### config.mk
export PLATFORM = sky130hd
export DESIGN_NAME = macro_counter_udn
export DESIGN_NICKNAME = d
export VERILOG_FILES = /design/src/rtl/macro_util_pkg.sv /design/src/rtl/macro_incdec_n.sv /design/src/rtl/macro_counter_udn.sv
export SDC_FILE = /design/constraint.sdc
export NUM_CORES = 1
export LEC_CHECK = 0
export BUFFER_PORTS_ARGS = -buffer_cell sky130_fd_sc_hd__buf_2
export CORE_AREA = 2 2 39 41
export DETAILED_ROUTE_END_ITERATION = 8
export DIE_AREA = 0 0 41 43
export GPL_ROUTABILITY_DRIVEN = 0
export PLACE_DENSITY = 0.63
export RECOVER_POWER = 25
export SETUP_SLACK_MARGIN = 0.02
export SYNTH_ARGS = -nofsm -noshare
export SYNTH_HDL_FRONTEND = slang
export SYNTH_SLANG_ARGS = --single-unit
### constraint.sdc
create_clock -name clk -period 1.5 [get_ports clk]
set_input_delay 0.075 -clock clk [delete_from_list [all_inputs] [get_ports clk]]
set_output_delay 0.075 -clock clk [all_outputs]
set_load 0.01 [all_outputs]
### src/rtl/macro_util_pkg.sv
// ----------------------------------------------------------------------------
// macro_util_pkg
// Shared constants and helpers for the macro_* counter family.
//   MODE_WRAP / MODE_SAT : values for a counter's SATURATE parameter.
//   clamp(value, maxv)   : returns value limited to maxv (33-bit unsigned so
//                          that any WIDTH up to 32 fits without truncation).
// ----------------------------------------------------------------------------
package macro_util_pkg;

    localparam int MODE_WRAP = 0;
    localparam int MODE_SAT  = 1;

    function automatic logic [32:0] clamp(input logic [32:0] value,
                                          input logic [32:0] maxv);
        return (value > maxv) ? maxv : value;
    endfunction

endpackage

### src/rtl/macro_incdec_n.sv
// ----------------------------------------------------------------------------
// macro_incdec_n
// Combinational WIDTH-bit incrementer/decrementer, the parametrised successor
// of the 2-bit decrement ROM. The step is computed at WIDTH+1 bits and packed
// as {c, q}, so decrementing 0 yields {1, all-ones} and incrementing all-ones
// yields {1, 0}.
// Ports:
//   d   in  WIDTH  operand
//   dir in  1      1 = decrement, 0 = increment
//   en  in  1      0 = pass d through with c = 0
//   q   out WIDTH  result
//   c   out 1      carry (increment) or borrow (decrement)
// ----------------------------------------------------------------------------
module macro_incdec_n #(
    parameter int WIDTH = 4
) (
    input  logic [WIDTH-1:0] d,
    input  logic             dir,
    input  logic             en,
    output logic [WIDTH-1:0] q,
    output logic             c
);

    localparam logic [WIDTH:0] ONE = (WIDTH + 1)'(1);

    logic [WIDTH:0] w_ext;
    logic [WIDTH:0] w_res;

    assign w_ext = {1'b0, d};

    always_comb begin
        w_res = w_ext;
        if (en) begin
            // Bit WIDTH of the wide result is the carry/borrow out.
            w_res = dir ? (w_ext - ONE) : (w_ext + ONE);
        end
    end

    assign q = w_res[WIDTH-1:0];
    assign c = w_res[WIDTH];

endmodule

### src/rtl/macro_counter_udn.sv
// ----------------------------------------------------------------------------
// macro_counter_udn
// Synchronous up/down counter with load, carry/borrow pulse and selectable
// wrap (SATURATE=0) or clamp-at-0/MAXV (SATURATE=1) behaviour.
// Priority each cycle: reset > load > (incr XOR decr) > hold.
// Ports:
//   clk    in  1      rising-edge clock
//   reset  in  1      synchronous active-high reset (q=INIT, c=0, sat=0)
//   load   in  1      load load_d (clamped to MAXV in saturate mode)
//   load_d in  WIDTH  load value
//   incr   in  1      increment request
//   decr   in  1      decrement request
//   q      out WIDTH  registered count
//   c      out 1      registered carry/borrow pulse (wrap mode only)
//   sat    out 1      registered clamp pulse (saturate mode only)
//   zero   out 1      q == 0
//   full   out 1      q == MAXV (saturate) or q == all-ones (wrap)
// ----------------------------------------------------------------------------
module macro_counter_udn
    import macro_util_pkg::*;
#(
    parameter int               WIDTH    = 4,
    parameter int               SATURATE = MODE_WRAP,
    parameter logic [WIDTH-1:0] MAXV     = {WIDTH{1'b1}},
    parameter logic [WIDTH-1:0] INIT     = '0
) (
    input  logic             clk,
    input  logic             reset,
    input  logic             load,
    input  logic [WIDTH-1:0] load_d,
    input  logic             incr,
    input  logic             decr,
    output logic [WIDTH-1:0] q,
    output logic             c,
    output logic             sat,
    output logic             zero,
    output logic             full
);

    localparam bit IS_SAT = (SATURATE != MODE_WRAP);

    logic [WIDTH-1:0] r_q;
    logic             r_c;
    logic             r_sat;

    logic             w_step;
    logic [WIDTH-1:0] w_next;
    logic             w_carry;
    logic [32:0]      w_load_wide;
    logic [WIDTH-1:0] w_load_val;
    logic             w_load_clamped;
    logic             w_at_top;
    logic             w_at_bot;
    logic             w_clamp_step;

    // Both requests together cancel out and are treated as hold.
    assign w_step = incr ^ decr;

    macro_incdec_n #(
        .WIDTH (WIDTH)
    ) u_incdec (
        .d   (r_q),
        .dir (decr),
        .en  (w_step),
        .q   (w_next),
        .c   (w_carry)
    );

    assign w_load_wide    = IS_SAT ? clamp(33'(load_d), 33'(MAXV)) : 33'(load_d);
    assign w_load_val     = w_load_wide[WIDTH-1:0];
    assign w_load_clamped = IS_SAT && (load_d > MAXV);

    assign w_at_top     = (r_q == MAXV);
    assign w_at_bot     = (r_q == '0);
    assign w_clamp_step = (incr && w_at_top) || (decr && w_at_bot);

    always_ff @(posedge clk) begin
        if (reset) begin
            r_q   <= INIT;
            r_c   <= 1'b0;
            r_sat <= 1'b0;
        end else begin
            r_c   <= 1'b0;
            r_sat <= 1'b0;
            if (load) begin
                r_q   <= w_load_val;
                r_sat <= w_load_clamped;
            end else if (w_step) begin
                if (IS_SAT) begin
                    // At a bound the count holds and the clamp is flagged.
                    if (w_clamp_step) begin
                        r_sat <= 1'b1;
                    end else begin
                        r_q <= w_next;
                    end
                end else begin
                    r_q <= w_next;
                    r_c <= w_carry;
                end
            end
        end
    end

    assign q    = r_q;
    assign c    = r_c;
    assign sat  = r_sat;
    assign zero = (r_q == '0);
    assign full = IS_SAT ? (r_q == MAXV) : (r_q == {WIDTH{1'b1}});

endmodule

==> results.py, run 1 <==
metrics = {
    "global_route": {
        "largest_net_degree_at_the_start_of_global_routing": 9,
        "grt_remaining_overflow": 0,
        "antenna_violations_before_repair": 0,
        "grt_pass1_wl_mm": 1.52,
        "first_global_vias": 350,
        "grtUsageTotal_pct": 13.1,
    },
    "detailed_routing": {
        "drtAntennaViolNets": 0,
        "remaining_routing_drc_violations": 0,
        "drtPass1Iterations": 3,
        "route.detailed.vias_per_inst": 4.77,
        "wl_per_cell_um": 11.8,
        "drt_iter0_markers": 14,
        "route.final.wire_length_um": 958,
        "via_count": 386,
    },
    "worst_setup_path": {
        "critPathBufInv": 0,
        "crit_path_start_kind": "register",
        "cp-end-kind": "register",
        "critical_path.reg2reg.startpoint": "q[2]",
        "r2r_setup_slack_ns": -0.04,
        "timing.critical_path.cells": "ha_4 -> nor2b_4 -> o21a_1 -> or4_4 -> a211oi_2",
        "worst_setup_path_startpoint": "q[2]",
        "crit_end": "c",
        "cpMaxStageDelayCell": "sky130_fd_sc_hd__or4_4",
        "cp_data_required_time_ns": 1.67,
        "criticalPathCategory": "register to register",
        "max_stage_delay_ns": 0.41,
        "arrival_ns": 1.71,
        "cpLargestDelayFamily": "simple AND/OR/NAND/NOR gates",
        "maximum_fanout_along_the_worst_path": 4,
        "reg2regPathDepth": 5,
        "crit-reg2reg-capture": "c",
        "cp.depth": 5,
    },
    "cells_and_area": {
        "nNetsFinal": 79,
        "post_route_cells_drive_above_1_share_pct": 56.9,
        "multiInputGateArea_um2": 305,
        "post_synthesis_to_final_layout_area_growth_pct": 46.1,
        "fillerInstances": 129,
        "num_antenna_cells": 0,
        "ff_latch_area_um2": 106,
    },
    "clocking": {
        "root_buffer": "sky130_fd_sc_hd__clkbuf_4",
        "htree_levels": 1,
        "clkSinkCount": 5,
        "clkSlewWorstSetupHoldPaths_ns": 0.05,
        "tritoncts": "done",
        "post_cts_setup_repair_bufs": 0,
        "cts-buffers-inserted": 3,
        "clkLatencyLatePin_ns": 0.24,
        "clockBufferDepth": 2,
    },
    "placement": {
        "port_buffers": 15,
        "placement.setup.worst_slack_ns": -0.0469,
        "place.detailed.hpwl_um": 754,
    },
    "hold_path": {
        "worstHoldPathType": "input pin to register",
    },
    "die": {
        "vert_die_dim_um": 43,
        "effective_utilization_at_floorplan_pct": 28.8,
        "dieWidth_um": 41,
        "rows": 14,
        "i_o_pins": 17,
        "design.die.area_um2": 1760,
        "placeableCoreArea_um2": 1380,
    },
    "yosys": {
        "yosys.area.top_type": "sky130_fd_sc_hd__dfxtp_1",
        "post-synth-top-count-cell": "sky130_fd_sc_hd__dfxtp_1",
        "postSynthNetCount": 56,
        "yosys_warnings": 0,
        "postSynthAreaPerCell_um2": 9.28,
        "syn-cell-area_um2": 399,
        "synth_seq_cells": 5,
        "async_set_or_reset_register_ratio_after_synthesis_pct": 0,
        "number_of_instances_in_the_synthesized_netlist": 43,
        "synth_cell_type_count": 30,
        "synth_common_cells": "5 x sky130_fd_sc_hd__dfxtp_1, 4 x sky130_fd_sc_hd__inv_1, 3 x sky130_fd_sc_hd__a21oi_1, 3 x sky130_fd_sc_hd__ha_1",
        "synth_top_flop_cell": "sky130_fd_sc_hd__dfxtp_1",
        "synth-seq-area-share_pct": 25.1,
        "synth-edff-count": 0,
        "synth.top_cells.by_area": "sky130_fd_sc_hd__dfxtp_1 25%, sky130_fd_sc_hd__ha_1 9.4%, sky130_fd_sc_hd__fa_1 5.0%, sky130_fd_sc_hd__xnor2_2 4.1%, sky130_fd_sc_hd__a21oi_1 3.8%",
        "netlist.area_leader.share_pct": 25.1,
    },
    "power": {
        "internal-power_w": 0.000346,
        "irDropWorstVdd_v": 0.000283,
        "p_seq_share_pct": 30.4,
        "p_leak_nw": 0.266,
        "swShare_pct": 32.1,
        "power_frac_comb_pct": 37.0,
        "power_density_nw_per_um2": 873,
        "post-layout-total-power_w": 0.000509,
        "p_clk_share_pct": 32.6,
        "net-switching-power_w": 0.000163,
    },
    "timing": {
        "rsz0062_at_grt": "yes",
        "final-setup-viol-count": 2,
        "final_min_period_over_clock_period_pct": 102,
        "finalWorstPathRequiredPeriod_ns": 1.54,
        "final.setup_skew_ns": 0.00573,
        "finalHoldViolCount": 0,
        "hold-worst-slack_ns": 0.0769,
        "slew_viol_final": 0,
        "max_freq_mhz": 650,
        "finalWorstSetupSlack_ns": -0.0375,
    },
    "run_status": {
        "violations": "negative setup slack",
        "outcome": "finished with violations",
    },
    "run": {
        "max-cap-violations": 0,
    },
}
## through the flow
stage	std cells	utilization (%)	area (um^2)	setup TNS, ns
3_5_place_dp	77	39.2	542	-0.0503
3_3_place_gp	77	39.2	542	0
2_1_floorplan	43	-	420	-0.00302
5_1_grt	81	42.1	583	-0.173
4_1_cts	81	41.0	568	-0.0567
6_report	81	42.1	583	-0.0437
## worst reg2reg max path: stages, from the launching register on
cell                       delay, ns
sky130_fd_sc_hd__dfxtp_4        0.35
sky130_fd_sc_hd__ha_4           0.22
sky130_fd_sc_hd__nor2b_4        0.13
sky130_fd_sc_hd__o21a_1         0.18
sky130_fd_sc_hd__or4_4          0.41
sky130_fd_sc_hd__a211oi_2       0.18
## power groups by stage
stage | sequential, W | clock, W | combinational (W)
2_1_floorplan | 0.000167 | 0 | 0.000101
3_3_place_gp | 0.000156 | 0 | 0.000176
3_5_place_dp | 0.000157 | 0 | 0.000176
4_1_cts | 0.000155 | 0.000170 | 0.000178
5_1_grt | 0.000157 | 0.000179 | 0.000208
6_report | 0.000155 | 0.000166 | 0.000188
## cell families (layout without fill, tap and decap cells)
family / count (synthesis) / in the layout / share of synthesized area, %
compound gates: 10 / 10 / 20.7
xor+xnor: 2 / 2 / 6.27
fa+ha+maj: 4 / 4 / 14.4
buf+inv: 6 / 28 / 6.58
flops: 5 / 5 / 25.1
mux: 1 / 1 / 2.51
other cells: 1 / 1 / 0.940
simple gates: 14 / 14 / 23.5
## how the worst min path moves through the flow
stage / start / to / slack [ns] / depth (start not counted)
2_1_floorplan: reset / q[1] / 0.14 / 1
3_3_place_gp: load_d[1] / q[1] / 0.32 / 3
3_5_place_dp: load_d[1] / q[1] / 0.33 / 3
4_1_cts: load_d[1] / q[1] / 0.07 / 3
5_1_grt: load_d[1] / q[1] / 0.07 / 3
6_report: load_d[1] / q[1] / 0.08 / 3
## state kept, by name, summed over array words and instances (netlist names)
register  flops
q             4
c             1
## area by class of cell
class                   instances  area share, %
flip-flops and latches          5           18.2
repair buffers                 20           18.9
inverters                       4           2.58
multi-input cells              32           52.4
clock buffers                   4           4.51
well taps                      16           3.43
## metal layers
metal | up-vias | wire, um | GRT usage, %
met5 | - | 0 | 0
met4 | 0 | 11 | 6.00
met3 | 2 | 41 | 4.71
met2 | 10 | 423 | 18.8
met1 | 174 | 481 | 16.9
li1 | 200 | - | -
## cells in the final DEF, fill, tap and decap left out, types with 2 or more instances in the layout
cell type and instances:
sky130_fd_sc_hd__inv_2 2, sky130_fd_sc_hd__inv_1 2, sky130_fd_sc_hd__nor2b_1 2, sky130_fd_sc_hd__a21oi_1 2
sky130_fd_sc_hd__buf_4 5, sky130_fd_sc_hd__a211oi_2 2, sky130_fd_sc_hd__ha_1 2, sky130_fd_sc_hd__dfxtp_1 2
sky130_fd_sc_hd__nor3_1 2, sky130_fd_sc_hd__clkbuf_1 3, sky130_fd_sc_hd__dfxtp_2 2, sky130_fd_sc_hd__clkbuf_4 3
sky130_fd_sc_hd__buf_2 13
## what timing repair did
| action | CTS | global route |
|---|---|---|
| pin swaps | 1 | 0 |
| setup endpoints to repair | 3 | 4 |
| hold buffers | 0 | 0 |
| gates resized for setup | 1 | 5 |
Note: power is estimated with default switching activity, not from simulation.
==> run 2: changes to the inputs <==
--- a/config.mk
+++ b/config.mk
@@ -12,6 +12,7 @@
 export GPL_ROUTABILITY_DRIVEN = 0
 export PLACE_DENSITY = 0.63
 export RECOVER_POWER = 25
+export REMOVE_ABC_BUFFERS = 1
 export SETUP_SLACK_MARGIN = 0.02
 export SYNTH_ARGS = -nofsm -noshare
 export SYNTH_HDL_FRONTEND = slang
==> run 2 against run 1 <==
The flow still finishes with violations (negative setup slack). Count of clock-buffer cells in the layout unchanged. Clock skew down 0.0052 ns. Maximum frequency up 1.0%. Sequential power about the same. Cell area down 0.64%. Utilization down 0.27 points. Worst setup slack better by 0.015 ns. Clock power down 6%. Cell count up 1.2%. Non-clock buffer count up 1.
==> results.py, run 2 (synthesis gave the netlist of run 1 again) <==
metrics = {
    "clocking": {
        "clockBufferDepth": 2,
        "tritoncts": "done",
        "clkSinkCount": 5,
        "cts-buffers-inserted": 3,
        "htree_levels": 1,
        "clkSlewWorstSetupHoldPaths_ns": 0.04,
        "root_buffer": "sky130_fd_sc_hd__clkbuf_4",
        "post_cts_setup_repair_bufs": 0,
        "clkLatencyLatePin_ns": 0.24,
        "cts_hold_buf": 0,
    },
    "global_route": {
        "grt_remaining_overflow": 0,
        "antenna_violations_before_repair": 0,
        "grt_pass1_wl_mm": 1.47,
        "largest_net_degree_at_the_start_of_global_routing": 9,
        "first_global_vias": 363,
        "grtUsageTotal_pct": 12.5,
    },
    "die": {
        "effective_utilization_at_floorplan_pct": 28.8,
        "vert_die_dim_um": 43,
        "design.die.area_um2": 1760,
        "i_o_pins": 17,
        "placeableCoreArea_um2": 1380,
        "dieWidth_um": 41,
        "rows": 14,
    },
    "worst_setup_path": {
        "arrival_ns": 1.69,
        "cp_data_required_time_ns": 1.67,
        "crit_path_start_kind": "register",
        "cp-end-kind": "register",
        "maximum_fanout_along_the_worst_path": 4,
        "criticalPathCategory": "register to register",
    },
    "run": {
        "max-cap-violations": 0,
    },
    "timing": {
        "final.setup_skew_ns": 0.000573,
        "slew_viol_final": 0,
        "finalHoldViolCount": 0,
        "final-setup-viol-count": 1,
        "finalWorstSetupSlack_ns": -0.0221,
        "hold-worst-slack_ns": 0.0717,
        "rsz0062_at_grt": "yes",
        "final_min_period_over_clock_period_pct": 101,
        "max_freq_mhz": 657,
        "finalWorstPathRequiredPeriod_ns": 1.52,
    },
    "hold_path": {
        "worstHoldPathType": "input pin to register",
    },
    "power": {
        "power_density_nw_per_um2": 855,
        "p_leak_nw": 0.272,
        "irDropWorstVdd_v": 0.000532,
    },
    "cells_and_area": {
        "num_antenna_cells": 0,
        "post_route_cells_drive_above_1_share_pct": 56.1,
        "leading_cell_type_in_the_layout_fill_and_taps_excluded": "sky130_fd_sc_hd__buf_2",
        "most-common-layout-cells": "14 x sky130_fd_sc_hd__buf_2, 6 x sky130_fd_sc_hd__buf_4, 3 x sky130_fd_sc_hd__clkbuf_4, 3 x sky130_fd_sc_hd__dfxtp_2",
        "nNetsFinal": 80,
        "finalNonFillerCells": 82,
        "post_synthesis_to_final_layout_area_growth_pct": 45.1,
        "number_of_flip_flops_in_the_largest_register": 4,
    },
    "placement": {
        "port_buffers": 15,
        "place.detailed.hpwl_um": 716,
        "number_of_cells_after_detailed_placement": 78,
    },
    "detailed_routing": {
        "route.detailed.vias_per_inst": 4.79,
        "drtPass1Iterations": 3,
        "drtAntennaViolNets": 0,
        "drt_iter0_markers": 3,
        "wl_per_cell_um": 11.1,
        "via_count": 393,
        "route.final.wire_length_um": 911,
        "remaining_routing_drc_violations": 0,
    },
    "run_status": {
        "violations": "negative setup slack",
        "outcome": "finished with violations",
    },
}
[run 2: path summary, 6_finish.rpt]
| check | startpoint | to | slack [ns] | cells after the start |
|---|---|---|---|---|
| worst max register to register | q[2] | c | -0.02 | 5 |
| worst max-delay path | q[2] | c | -0.02 | 5 |
| worst min-delay path | load_d[0] | q[0] | 0.07 | 3 |
| worst min register to register | q[1] | q[1] | 0.59 | 3 |
[run 2: routing by layer]
layer  vias up  share of wire [%]  GRT usage [%]
met2         9                 53           18.4
li1        200                  -              -
met1       184                 43           15.4
met4         0                  0           6.00
met5         -                  0              0
met3         0                4.3           4.71
[run 2: power by group]
part | internal [W] | switching (W) | total [W]
clock network | 0.000101 | 0.0000559 | 0.000156
logic | 0.0000965 | 0.0000871 | 0.000184
registers | 0.000147 | 0.00000844 | 0.000155
total | 0.000344 | 0.000151 | 0.000495
[run 2: repair_timing]
item	4_1_cts	5_1_grt
resized for setup	6	3
endpoints found under the setup margin	4	4
pin swaps	1	2
gates cloned	0	0
[run 2: through the flow]
stage          worst slack (ns)  area (um^2)  TNS (ns)  utilization, %  power (W)
5_1_grt                 -0.0597          579    -0.117            41.9   0.000537
3_5_place_dp             -0.101          528    -0.156            38.2   0.000326
4_1_cts                 -0.0172          576   -0.0172            41.6   0.000498
3_3_place_gp            -0.0696          528   -0.0872            38.2   0.000324
2_1_floorplan            -0.134          388    -0.252               -   0.000257
6_report                -0.0221          579   -0.0221            41.9   0.000495
[run 2: final cells by class]
cell class	instances	area, um^2
fillers	150	805
clock buffers	4	26.3
repair buffers	21	119
multi-input cells	32	295
inverters	4	15.0
well taps	16	20.0
flip-flops and latches	5	104
[run 2: worst max-delay path, cell delays in order (launching register included)]
cell and delay, ns:
sky130_fd_sc_hd__dfxtp_2 0.32, sky130_fd_sc_hd__ha_4 0.22, sky130_fd_sc_hd__nor2b_4 0.12, sky130_fd_sc_hd__o21a_1 0.18, sky130_fd_sc_hd__or4_4 0.42, sky130_fd_sc_hd__a211oi_2 0.17
